`src/rtl/spi_master_arb_if.sv`:
```
// spi_master_arb_if: client-side handshake bundle for the two-requester SPI master.
// The "master" modport is the requester side (drives requests and transmit bytes),
// the "slave" modport is the arbiter side (returns grant, completion and receive data).
interface spi_master_arb_if;
    logic [1:0] req;
    logic [7:0] tx_data0;
    logic [7:0] tx_data1;
    logic [1:0] gnt;
    logic [1:0] done;
    logic [7:0] rx_data;
    logic       busy;

    modport master (
        output req, tx_data0, tx_data1,
        input  gnt, done, rx_data, busy
    );

    modport slave (
        input  req, tx_data0, tx_data1,
        output gnt, done, rx_data, busy
    );
endinterface

```
`src/rtl/spi_master_arb.sv`:
```
// spi_master_arb: two-requester SPI master (mode 0, 8-bit, MSB first).
// Arbitrates between two clients, then frames one byte transfer with
// SETUP / SHIFT / HOLD / STOP phases, each phase timed in spi_scl half-periods
// of CLK_DIV clk cycles.
// Optional build macro SPI_ARB_FIXED_PRIO_EN: when defined, requester 0 always
// wins a tie; otherwise ties are resolved round-robin against the last grant.
module spi_master_arb #(
    parameter int CLK_DIV = 4
) (
    input  logic            clk,
    input  logic            rst,
    spi_master_arb_if.slave bus,
    output logic            spi_scl,
    output logic            spi_cs,
    output logic            mosi,
    input  logic            miso
);
    localparam logic [7:0] DIV_LAST = 8'(CLK_DIV - 1);

    typedef enum logic [2:0] {
        S_IDLE,
        S_SETUP,
        S_SHIFT,
        S_HOLD,
        S_STOP
    } state_t;

    state_t     r_state;
    logic [7:0] r_div;
    logic [2:0] r_bit_cnt;
    logic [7:0] r_shift;
    logic [1:0] r_gnt;
    logic [1:0] r_done;
    logic [7:0] r_rx;
    logic       r_busy;
    logic       r_scl;
    logic       r_cs;
    logic       r_mosi;
`ifndef SPI_ARB_FIXED_PRIO_EN
    logic       r_last_gnt;
`endif

    logic       w_pick;      // 0 = requester 0 wins, 1 = requester 1 wins
    logic [7:0] w_tx;
    logic       w_half_end;

    // Winner selection among the currently asserted requests.
    always_comb begin
        w_pick = 1'b0;
`ifdef SPI_ARB_FIXED_PRIO_EN
        w_pick = ~bus.req[0];
`else
        if (bus.req == 2'b11) begin
            w_pick = ~r_last_gnt;
        end else begin
            w_pick = ~bus.req[0];
        end
`endif
    end

    assign w_tx       = w_pick ? bus.tx_data1 : bus.tx_data0;
    assign w_half_end = (r_div == DIV_LAST);

    // Frame sequencer: arbitration, clock generation, shifting and framing.
    // Sampling miso on the rising spi_scl edge also shifts the register left,
    // so the next transmit bit sits in bit 7 ready for the following fall and
    // the received byte has assembled MSB-first by the eighth rise.
    always_ff @(posedge clk) begin
        if (rst) begin
            r_state    <= S_IDLE;
            r_div      <= 8'd0;
            r_bit_cnt  <= 3'd0;
            r_shift    <= 8'd0;
            r_gnt      <= 2'b00;
            r_done     <= 2'b00;
            r_rx       <= 8'h00;
            r_busy     <= 1'b0;
            r_scl      <= 1'b0;
            r_cs       <= 1'b1;
            r_mosi     <= 1'b0;
`ifndef SPI_ARB_FIXED_PRIO_EN
            r_last_gnt <= 1'b1;
`endif
        end else begin
            case (r_state)
                S_IDLE: begin
                    r_div <= 8'd0;
                    if (bus.req != 2'b00) begin
                        r_gnt      <= w_pick ? 2'b10 : 2'b01;
                        r_shift    <= w_tx;
                        r_cs       <= 1'b0;
                        r_mosi     <= w_tx[7];
                        r_busy     <= 1'b1;
`ifndef SPI_ARB_FIXED_PRIO_EN
                        r_last_gnt <= w_pick;
`endif
                        r_state    <= S_SETUP;
                    end
                end
                S_SETUP: begin
                    if (w_half_end) begin
                        r_div   <= 8'd0;
                        r_state <= S_SHIFT;
                    end else begin
                        r_div <= r_div + 8'd1;
                    end
                end
                S_SHIFT: begin
                    if (w_half_end) begin
                        r_div <= 8'd0;
                        r_scl <= ~r_scl;
                        if (!r_scl) begin
                            r_shift <= {r_shift[6:0], miso};
                        end else begin
                            r_bit_cnt <= r_bit_cnt + 3'd1;
                            if (r_bit_cnt == 3'd7) begin
                                r_state <= S_HOLD;
                            end else begin
                                r_mosi <= r_shift[7];
                            end
                        end
                    end else begin
                        r_div <= r_div + 8'd1;
                    end
                end
                S_HOLD: begin
                    if (w_half_end) begin
                        r_div   <= 8'd0;
                        r_cs    <= 1'b1;
                        r_rx    <= r_shift;
                        r_done  <= r_gnt;
                        r_state <= S_STOP;
                    end else begin
                        r_div <= r_div + 8'd1;
                    end
                end
                S_STOP: begin
                    r_done <= 2'b00;
                    r_gnt  <= 2'b00;
                    if (w_half_end) begin
                        r_div   <= 8'd0;
                        r_busy  <= 1'b0;
                        r_state <= S_IDLE;
                    end else begin
                        r_div <= r_div + 8'd1;
                    end
                end
                default: begin
                    r_state <= S_IDLE;
                end
            endcase
        end
    end

    assign bus.gnt     = r_gnt;
    assign bus.done    = r_done;
    assign bus.rx_data = r_rx;
    assign bus.busy    = r_busy;
    assign spi_scl     = r_scl;
    assign spi_cs      = r_cs;
    assign mosi        = r_mosi;
endmodule

```
`src/flat_wrapper.sv`:
```
// flat-port wrapper written by rule: the top's interface ports become plain ports
module spi_master_arb_flat 
#(
    parameter int CLK_DIV = 4
)
  (clk, rst, spi_scl, spi_cs, mosi, miso, bus_req, bus_tx_data0, bus_tx_data1, bus_gnt, bus_done, bus_rx_data, bus_busy);
  spi_master_arb_if bus_i ();
  input  logic clk;
  input  logic rst;
  output logic spi_scl;
  output logic spi_cs;
  output logic mosi;
  input  logic miso;
  input wire logic [$bits(bus_i.req)-1:0] bus_req;
  input wire logic [$bits(bus_i.tx_data0)-1:0] bus_tx_data0;
  input wire logic [$bits(bus_i.tx_data1)-1:0] bus_tx_data1;
  output wire logic [$bits(bus_i.gnt)-1:0] bus_gnt;
  output wire logic [$bits(bus_i.done)-1:0] bus_done;
  output wire logic [$bits(bus_i.rx_data)-1:0] bus_rx_data;
  output wire logic [$bits(bus_i.busy)-1:0] bus_busy;
  assign bus_i.req = bus_req;
  assign bus_i.tx_data0 = bus_tx_data0;
  assign bus_i.tx_data1 = bus_tx_data1;
  assign bus_gnt = bus_i.gnt;
  assign bus_done = bus_i.done;
  assign bus_rx_data = bus_i.rx_data;
  assign bus_busy = bus_i.busy;
  spi_master_arb #(.CLK_DIV(CLK_DIV)) u_core (.clk(clk), .rst(rst), .bus(bus_i), .spi_scl(spi_scl), .spi_cs(spi_cs), .mosi(mosi), .miso(miso));
endmodule
```
`config.mk`:
```
export PLATFORM = sky130hd
export DESIGN_NAME = spi_master_arb_flat
export DESIGN_NICKNAME = d
export VERILOG_FILES = /design/src/rtl/spi_master_arb_if.sv /design/src/rtl/spi_master_arb.sv /design/src/flat_wrapper.sv
export SDC_FILE = /design/constraint.sdc
export NUM_CORES = 1
export LEC_CHECK = 0
export ABC_AREA = 1
export BUFFER_PORTS_ARGS = -buffer_cell sky130_fd_sc_hd__buf_2
export CAP_MARGIN = 20
export CORE_ASPECT_RATIO = 1.25
export CORE_UTILIZATION = 35
export DETAILED_ROUTE_END_ITERATION = 8
export GPL_TIMING_DRIVEN = 0
export SETUP_SLACK_MARGIN = 0.05
export SYNTH_ARGS = -nofsm -noshare
export SYNTH_HDL_FRONTEND = slang
export SYNTH_SLANG_ARGS = --single-unit
```
`constraint.sdc`:
```
create_clock -name clk -period 2.3 [get_ports clk]
set_input_delay 0 -clock clk [delete_from_list [all_inputs] [get_ports clk]]
set_output_delay 0 -clock clk [all_outputs]
set_load 0.01 [all_outputs]
```
==> reports/metrics.cfg, run 1 <==
[outcome]
status=finished, final reports clean

[global_route]
gr-usage-all-layers=0.167
grt_pass1_wl_mm=7.56
grt_pass1_vias=1754
antenna_found_initial=0
grt_max_degree=14
overflow=0

[timing]
tns_ns=0
period_minus_slack_ns=1.59
final-setup-viol-count=0
holdWs_ns=0.0750
rsz0062_at_grt=no
max_freq_mhz=629
clock_skew_ns=0.00873
tightest_slew_ns=0.513
period_share=0.692
slew_viol_final=0
relSlewSlack=0.658
hold_viol_final=0

[worst_hold_path]
worstHoldPathType=in2reg

[pwr]
power_frac_clock=0.244
pwr-share-comb=0.373
power.density_nw_per_um2=1010
internal_power_w=0.00146
p_leak_nw=1.13
swShare=0.378
pwr-share-seq=0.384
ir_worst_vdd_mv=0.430
p_switching_w=0.000887
finalPower_w=0.00235

[die]
initial_core_util=0.362
dieWidth_um=68.9
dieArea_um2=5900
core_um2=5410
ioPinCount=37
die_h_um=85.6
num_rows=30

[cts]
ctsHtreeMaxLevel=2
cts_setup_buffers=0
cts-root-buf=clkbuf_8
cts_sinks=39
cts_buffer_depth=2
clk_pin_slew_ns=0.08
clk_latency_ns=0.29
ctsHoldBuffers=1
cts_tree=yes
cts_buffers=5
cts_resized=0

[setup_path]
end_kind=flop
worst_ep_arrival_time_ns=1.78
critPathLaunchType=flop
crit_fanout=10
crit_type=reg2reg
critPathRequiredTime_ns=2.49

[synthesis]
yosys_warnings=0
ys_ff_latch=39
synth.avg_cell_area_um2=6.82
synth-seq-area-share=0.399
synth.distinct_cells=25
synthCells=287
syn-cell-area_um2=1960
syn-num-nets=311

[routing]
ant_nets=0
num_vias=1885
firstDrtPassIters=4
drt_iter0_markers=88
post-route-drc-count=0
wire_per_inst_um=11.2
vias_per_cell=4.77
wl_mm=4.42

[finish]
fin_util=0.432
final_cell_mix=nand2_1, nor2_1, dfxtp_1, buf_2, inv_1
antennaDiodeCount=0
post_layout_nonfiller_instances=395
final_common_cell=nand2_1
drive_gt1_frac=0.190
nNetsFinal=354
fill_cells=594
syn2layout_area_growth_pct=19.3

[placement]
place_congestion=0.826
dpl.cell_count=386
dp_hpwl_mm=3.40
io_buffers=35

[job]
maxCapViolations=0

sequential cells by signal, indices dropped and copies added (netlist names):
name                flops
u_core.bus.rx_data      8
u_core.r_state          3
u_core.bus.gnt          2
u_core.bus.done         2
u_core.r_shift          8
u_core.r_bit_cnt        3
u_core.r_div            8
u_core.bus.busy         1
u_core.r_last_gnt       1
u_core.spi_cs           1
u_core.spi_scl          1
u_core.mosi             1
final timing paths:
kind / start / to / cells past startpoint / slack [ns]
worst min register to register: u_core.spi_cs / u_core.spi_cs / 2 / 0.46
worst max-delay path: u_core.r_div[0] / u_core.bus.done[0] / 8 / 0.71
worst min-delay path: bus_tx_data1[0] / u_core.r_shift[0] / 5 / 0.07
worst max register to register: u_core.r_div[0] / u_core.bus.done[0] / 8 / 0.71
area by class of cell:
cell class | instances | area (µm²) | share of cell area
repair buffers | 36 | 185 | 0.0793
clock inverters | 3 | 43.8 | 0.0188
inverters | 36 | 135 | 0.0579
multi-input cells | 204 | 982 | 0.421
well taps | 64 | 80.1 | 0.0343
flip-flops and latches | 39 | 781 | 0.334
clock buffers | 5 | 68.8 | 0.0295
plain buffers | 8 | 58.8 | 0.0252
power groups by stage:
stage               logic [W]  registers [W]  clock network, W
global placement     0.000876       0.000914                 0
detailed placement   0.000884       0.000917                 0
finish               0.000876       0.000901          0.000572
floorplan            0.000683       0.000910                 0
CTS                  0.000887       0.000902          0.000589
global route          0.00100       0.000922          0.000622
cells in the mapped netlist:
| library cell | instances | share of area |
|---|---|---|
| dfxtp_1 | 39 | 0.40 |
| buf_6 | 3 | 0.017 |
| o21ai_1 | 1 | 0.0026 |
| nand2_1 | 59 | 0.11 |
| ha_1 | 3 | 0.019 |
| inv_1 | 33 | 0.063 |
| nor3_1 | 2 | 0.0051 |
| buf_2 | 2 | 0.0051 |
| inv_2 | 3 | 0.0058 |
| o21ai_0 | 21 | 0.054 |
| o211ai_1 | 1 | 0.0038 |
| a211oi_1 | 1 | 0.0038 |
| clkbuf_1 | 2 | 0.0038 |
| nand2_2 | 4 | 0.013 |
| buf_4 | 1 | 0.0038 |
| o22ai_1 | 1 | 0.0032 |
| nor2_4 | 5 | 0.029 |
| nand3_1 | 26 | 0.066 |
| a31oi_1 | 7 | 0.022 |
| nand4_1 | 1 | 0.0032 |
| nor2_1 | 49 | 0.094 |
| o211a_1 | 1 | 0.0051 |
| a21oi_1 | 19 | 0.049 |
| nand2_4 | 2 | 0.012 |
| xor2_1 | 1 | 0.0045 |
per-layer routing:
layer  track usage  up-vias  part of all wire
li1              -     1012                 -
met1         0.195      831              0.45
met2         0.295       36              0.50
met3        0.0399        6             0.040
met4        0.0482        0             0.010
met5             0        -                 0
metrics by stage:
step           cell area (µm²)  setup WS, ns
2_1_floorplan             1960         0.903
3_3_place_gp              2210         0.700
3_5_place_dp              2210         0.692
4_1_cts                   2330         0.668
5_1_grt                   2330         0.496
6_report                  2330         0.709
worst max-delay path, cell delays in order, from the launching register on:
cell and delay [ns]:
dfxtp_1 0.38, ha_1 0.23, nand3_1 0.12, inv_1 0.08, nand2_2 0.12, nor2_4 0.25
inv_2 0.09, o21ai_0 0.16, nor2_1 0.06
cell families after synthesis:
group / share of synthesized area
compound gates: 0.143
xor+xnor: 0.00448
fa+ha+maj: 0.0192
buf+inv: 0.0991
flops: 0.399
simple gates: 0.335
No activity file was read; power rests on OpenSTA's default activity.
==> inputs of run 2 (changes only) <==
Clock period 2.3 ns to 1.4 ns, I/O delays scaled along.
==> run 2 against run 1 <==
Effect of this change:
- sequential power up 69%
- first-iteration DRC count up 8.0%
- highest routed layer unchanged
- clock skew down 0.0020 ns
==> reports/metrics.cfg, run 2 (same netlist as run 1, synthesis figures left out) <==
[timing]
tightest_slew_ns=0.573  ; was 0.513 ns
relSlewSlack=0.618  ; was 0.658
period_minus_slack_ns=1.36  ; was 1.59 ns
max_freq_mhz=738  ; was 629 MHz
slew_viol_final=0  ; unchanged
tns_ns=0  ; unchanged
period_share=0.968  ; was 0.692
hold_viol_final=0  ; unchanged
clock_skew_ns=0.00670  ; was 0.00873 ns
final-setup-viol-count=0  ; unchanged
holdWs_ns=0.0624  ; was 0.0750 ns
rsz0062_at_grt=yes  ; was no

[die]
dieWidth_um=68.9  ; unchanged
ioPinCount=37  ; unchanged
dieArea_um2=5900  ; unchanged
initial_core_util=0.362  ; unchanged
die_h_um=85.6  ; unchanged
num_rows=30  ; unchanged
core_um2=5410  ; unchanged

[setup_path]
critPathLaunchType=flop  ; unchanged
startpoint=u_core.r_div[0]  ; unchanged
end_kind=flop  ; unchanged
crit_type=reg2reg  ; unchanged
crit_fanout=6  ; was 10
critPathRequiredTime_ns=1.63  ; was 2.49 ns
rr_startpoint=u_core.r_div[0]  ; unchanged
worst_ep_arrival_time_ns=1.58  ; was 1.78 ns

[job]
maxCapViolations=0  ; unchanged

[finish]
nNetsFinal=374  ; was 354
stdcell_area_um2=2730  ; was 2330 µm²
final_common_cell=nand2_1  ; unchanged
fill_cells=561  ; was 594
final_cell_mix=nand2_1, buf_2, nor2_1, dfxtp_1, inv_1  ; was nand2_1, nor2_1, dfxtp_1, buf_2, inv_1
syn2layout_area_growth_pct=39.6  ; was 19.3%
antennaDiodeCount=0  ; unchanged
drive_gt1_frac=0.385  ; was 0.190
post_layout_nonfiller_instances=415  ; was 395

[global_route]
antenna_found_initial=0  ; unchanged
overflow=0  ; unchanged
grt_pass1_wl_mm=7.99  ; was 7.56 mm
grt_pass1_vias=1776  ; was 1754
gr-usage-all-layers=0.178  ; was 0.167
grt_max_degree=14  ; unchanged

[routing]
vias_per_cell=4.87  ; was 4.77
wire_per_inst_um=12.3  ; was 11.2 µm
num_vias=2023  ; was 1885
post-route-drc-count=0  ; unchanged
drt_iter0_markers=95  ; was 88
ant_nets=0  ; unchanged
firstDrtPassIters=6  ; was 4
wl_mm=5.10  ; was 4.42 mm

[outcome]
status=finished, final reports clean  ; unchanged

[worst_hold_path]
worstHoldPathType=in2reg  ; unchanged
worstHoldStart=rst  ; was bus_tx_data1[0]

[placement]
placed_cell_area_um2=2220  ; was 2210 µm²
io_buffers=35  ; unchanged
dpl.cell_count=386  ; unchanged
dp_hpwl_mm=3.41  ; was 3.40 mm
place_congestion=0.825  ; was 0.826

[cts]
cts_buffer_depth=2  ; unchanged
cts_buffers=5  ; unchanged
cts-root-buf=clkbuf_8  ; unchanged
clk_latency_ns=0.29  ; about the same
ctsHtreeMaxLevel=2  ; unchanged
cts_sinks=39  ; unchanged
cts_tree=yes  ; unchanged
clk_pin_slew_ns=0.08  ; about the same

[pwr]
p_leak_nw=1.26  ; was 1.13 nW
ir_worst_vdd_mv=0.829  ; was 0.430 mV
power.density_nw_per_um2=1630  ; was 1010 nW/µm²

[run 2: changes by cell type in the layout (fill, tap and decap cells not counted), sizes merged]
cell | before | now
clkinvlp | 0 | 2
buf | 41 | 60
clkbuf | 7 | 8
clkinv | 2 | 1
bufinv | 1 | 0
[run 2: layout make-up]
cell class,instances,area [µm²],area share
Timing Repair Buffer,56,368,0.135
Clock buffer,5,68.8,0.0252
Inverter,36,138,0.0504
Tap cell,64,80.1,0.0293
Multi-Input combinational cell,204,1190,0.436
Buffer,8,65.1,0.0238
Clock inverter,3,20.0,0.00733
Sequential cell,39,801,0.293
[run 2: per-layer routing]
layer	part of all wire	routed length, µm	track usage
met1	0.43	2200	0.218
met2	0.52	2670	0.297
met3	0.033	170	0.0386
met4	0.012	62	0.0631
met5	0	0	0
[run 2: through the flow]
| stage | power [W] | util | setup slack, ns |
|---|---|---|---|
| 2_1_floorplan | 0.00262 | - | 0.0493 |
| 3_3_place_gp | 0.00295 | 0.411 | -0.192 |
| 4_1_cts | 0.00385 | 0.453 | 0.00559 |
| 5_1_grt | 0.00476 | 0.505 | -0.0257 |
| 6_report | 0.00444 | 0.505 | 0.0442 |
| 3_5_place_dp | 0.00297 | 0.411 | -0.200 |
[run 2: critical path: stages (launching register included)]
cell	delay [ns]
dfxtp_4	0.37
ha_4	0.15
nand3_4	0.07
inv_2	0.07
nand2_4	0.08
nor2_4	0.22
buf_6	0.16
o21ai_2	0.05
a21oi_1	0.12
[run 2: path summary, 6_finish.rpt]
| check | endpoint | slack [ns] | cells after the start |
|---|---|---|---|
| worst max-delay path | u_core.bus.rx_data[2] | 0.04 | 8 |
| worst min-delay path | u_core.bus.done[1] | 0.06 | 4 |
| worst max register to register | u_core.bus.rx_data[2] | 0.04 | 8 |
| worst min register to register | u_core.bus.rx_data[5] | 0.48 | 2 |
[run 2: report_power, final]
| part | total [W] | switching, W | internal [W] | leakage [nW] |
|---|---|---|---|---|
| Combinational | 0.00215 | 0.00121 | 0.000941 | 0.901 |
| Clock | 0.000767 | 0.000420 | 0.000347 | 0.0402 |
| Sequential | 0.00152 | 0.000177 | 0.00135 | 0.323 |
| Total | 0.00444 | 0.00180 | 0.00263 | 1.26 |
[run 2: what timing repair did]
action | 4_1_cts | 5_1_grt
endpoints found under the setup margin | 35 | 29
setup buffers | 9 | 9
hold buffers | 1 | 0
endpoints found under the hold margin | 1 | 0
cloned | 1 | 1
pin swaps | 7 | 25
resized for setup | 22 | 66
==> inputs of run 3 (changes only) <==
Settings changed: ABC_AREA 1 to 0, BUFFER_PORTS_ARGS -buffer_cell sky130_fd_sc_hd__buf_2 to unset, DONT_BUFFER_PORTS set to 1.
==> run 3 against run 2 <==
Effect of this change:
- the flow now finishes with violations (negative setup slack)
- cell count decreased by 27%
- setup slack worse by 0.28 ns
- clock power down 3.5%
- critical endpoint is now u_core.r_shift[7]
- largest power group is now registers
==> reports/metrics.cfg, run 3 <==
[routing]
firstDrtPassIters=4  ; was 6
wire_per_inst_um=16.9  ; was 12.3 µm
vias_per_cell=5.80  ; was 4.87
wl_mm=5.10  ; about the same
drt_iter0_markers=82  ; was 95
ant_nets=0  ; unchanged
post-route-drc-count=0  ; unchanged
num_vias=1752  ; was 2023

[finish]
seqCellArea_um2=797  ; was 801 µm²
final_common_cell=dfxtp_1  ; was nand2_1
nNetsFinal=263  ; was 374
fill_cells=481  ; was 561
final_cell_mix=dfxtp_1, nor2_1, buf_4, a21oi_1, mux2i_1  ; was nand2_1, buf_2, nor2_1, dfxtp_1, inv_1
syn2layout_area_growth_pct=33.6  ; was 39.6%
fin_util=0.493  ; was 0.505
multi_input_area_um2=1250  ; was 1190 µm²
antennaDiodeCount=0  ; unchanged
drive_gt1_frac=0.371  ; was 0.385

[synthesis]
yosys-top-cells-area=dfxtp_1, mux2i_1, nor2_1  ; was dfxtp_1, nand2_1, nor2_1
syn-cell-area_um2=1920  ; was 1960 µm²
ys_ff_latch=39  ; unchanged
synth_edf_count=0  ; unchanged
synth.most_common_cell=dfxtp_1  ; was nand2_1
synthArstFlopShare=0  ; unchanged
synth_common_cells=dfxtp_1, nor2_1, a21oi_1, mux2i_1, nand2_1  ; was nand2_1, nor2_1, dfxtp_1, inv_1, nand3_1
synth_top_area_frac=0.408  ; was 0.399
synth.avg_cell_area_um2=9.12  ; was 6.82 µm²
synth_top_area_cell=dfxtp_1  ; unchanged
syn-num-nets=234  ; was 311
synth.distinct_cells=50  ; was 25
yosys_warnings=0  ; unchanged
synthCells=210  ; was 287
synth_ff_type=dfxtp_1  ; unchanged
synth-seq-area-share=0.408  ; was 0.399

[cts]
cts_tree=yes  ; unchanged
cts-root-buf=clkbuf_8  ; unchanged
clk_pin_slew_ns=0.07  ; was 0.08 ns
ctsHtreeMaxLevel=2  ; unchanged
cts_buffers=5  ; unchanged
clk_latency_ns=0.29  ; about the same
cts_buffer_depth=2  ; unchanged
cts_sinks=39  ; unchanged

[global_route]
gr-usage-all-layers=0.184  ; was 0.178
overflow=0  ; unchanged
grt_pass1_vias=1635  ; was 1776
grt_max_degree=12  ; was 14
grt_pass1_wl_mm=8.10  ; was 7.99 mm
antenna_found_initial=0  ; unchanged

[pwr]
power_frac_clock=0.338  ; was 0.173
p_leak_nw=1.02  ; was 1.26 nW
internal_power_w=0.00161  ; was 0.00263 W
finalPower_w=0.00219  ; was 0.00444 W
pwr-share-seq=0.541  ; was 0.343
ir_worst_vdd_mv=0.531  ; was 0.829 mV
p_switching_w=0.000574  ; was 0.00180 W
power.density_nw_per_um2=854  ; was 1630 nW/µm²
pwr-share-comb=0.121  ; was 0.484
swShare=0.262  ; was 0.407

[die]
num_rows=29  ; was 30
initial_core_util=0.369  ; was 0.362
core_um2=5190  ; was 5410 µm²
dieWidth_um=68.2  ; was 68.9 µm
ioPinCount=37  ; unchanged
dieArea_um2=5780  ; was 5900 µm²
die_h_um=84.7  ; was 85.6 µm

[setup_path]
worst_ep_arrival_time_ns=1.85  ; was 1.58 ns
critPathLaunchType=flop  ; unchanged
end_kind=flop  ; unchanged
critPathRequiredTime_ns=1.61  ; was 1.63 ns
crit_fanout=6  ; unchanged
crit_type=reg2reg  ; unchanged

[timing]
clock_skew_ns=0.00304  ; was 0.00670 ns
final-setup-viol-count=29  ; was 0
holdWs_ns=0.0476  ; was 0.0624 ns
period_share=1.17  ; was 0.968
rsz0062_at_grt=yes  ; unchanged
period_minus_slack_ns=1.64  ; was 1.36 ns
tightest_slew_ns=0.533  ; was 0.573 ns
setup_slack_ns=-0.237  ; was 0.0442 ns
hold_viol_final=0  ; unchanged
slew_viol_final=0  ; unchanged
relSlewSlack=0.645  ; was 0.618
max_freq_mhz=611  ; was 738 MHz

[placement]
io_buffers=0  ; was 35
pre_cts_ws_ns=-0.463  ; was -0.200 ns
dp_hpwl_mm=3.27  ; was 3.41 mm
place_congestion=0.784  ; was 0.825

[job]
maxCapViolations=0  ; unchanged

[worst_hold_path]
worstHoldPathType=in2reg  ; unchanged

[outcome]
status=finished, violations left  ; was finished, final reports clean
violations=negative setup slack

run 3: timing repair:
item                                   CTS  global route
pin swaps                               12            13
cloned                                   0             2
buffers inserted                        11             9
setup endpoints to repair               38            38
resized for setup                       21            39
endpoints found under the hold margin    3             0
hold buffers                             2             0
run 3: final timing paths:
path                startpoint  slack (ns)                 to  depth (start not counted)
max            u_core.r_div[1]       -0.24  u_core.r_shift[7]                          7
min            bus_tx_data0[5]        0.05  u_core.r_shift[5]                          3
max reg2reg    u_core.r_div[1]       -0.24  u_core.r_shift[7]                          7
min reg2reg  u_core.r_shift[5]        0.49  u_core.r_shift[5]                          1
run 3: worst max-delay path, cell delays in order (launching register included):
cell      delay, ns
dfxtp_4        0.36
ha_4           0.14
nor4b_4        0.22
buf_6          0.17
nand4b_1       0.17
buf_4          0.19
and2_4         0.15
o31ai_2        0.16
run 3: per-stage QoR:
step	cell area [µm²]	TNS (ns)	cells
6_report	2560	-4.39	302
5_1_grt	2560	-6.18	302
4_1_cts	2310	-4.18	292
3_5_place_dp	2050	-10.25	272
3_3_place_gp	2050	-9.56	272
2_1_floorplan	1970	-2.19	210
run 3: routing by layer:
layer / track usage / up-vias / wire [µm]
met3: 0.0380 / 5 / 212
met4: 0.0644 / 0 / 63
met5: 0 / - / 0
met2: 0.300 / 45 / 2630
met1: 0.234 / 849 / 2190
li1: - / 853 / -
run 3: cell type report:
class / count / share of cell area
tap: 62 / 0.0303
clock buffer: 7 / 0.0298
clock inverter: 1 / 0.00196
multi-input combinational: 154 / 0.489
buffer: 14 / 0.0474
inverter: 1 / 0.00147
sequential: 39 / 0.311
timing repair buffer: 24 / 0.0890
run 3: kinds of logic after synthesis:
logic type / Yosys count / synth area share
xor+xnor: 2 / 0.00915
simple gates: 66 / 0.195
flops: 39 / 0.408
buf+inv: 17 / 0.0451
compound gates: 71 / 0.261
fa+ha+maj: 3 / 0.0196
mux: 12 / 0.0627
run 3: power by group through the flow:
stage	clock network (W)	registers [W]	logic (W)
after floorplan	0	0.00120	0.000155
after global placement	0	0.00121	0.000192
after detailed placement	0	0.00121	0.000194
after CTS	0.000750	0.00118	0.000230
after global routing	0.000801	0.00119	0.000288
final	0.000740	0.00118	0.000264
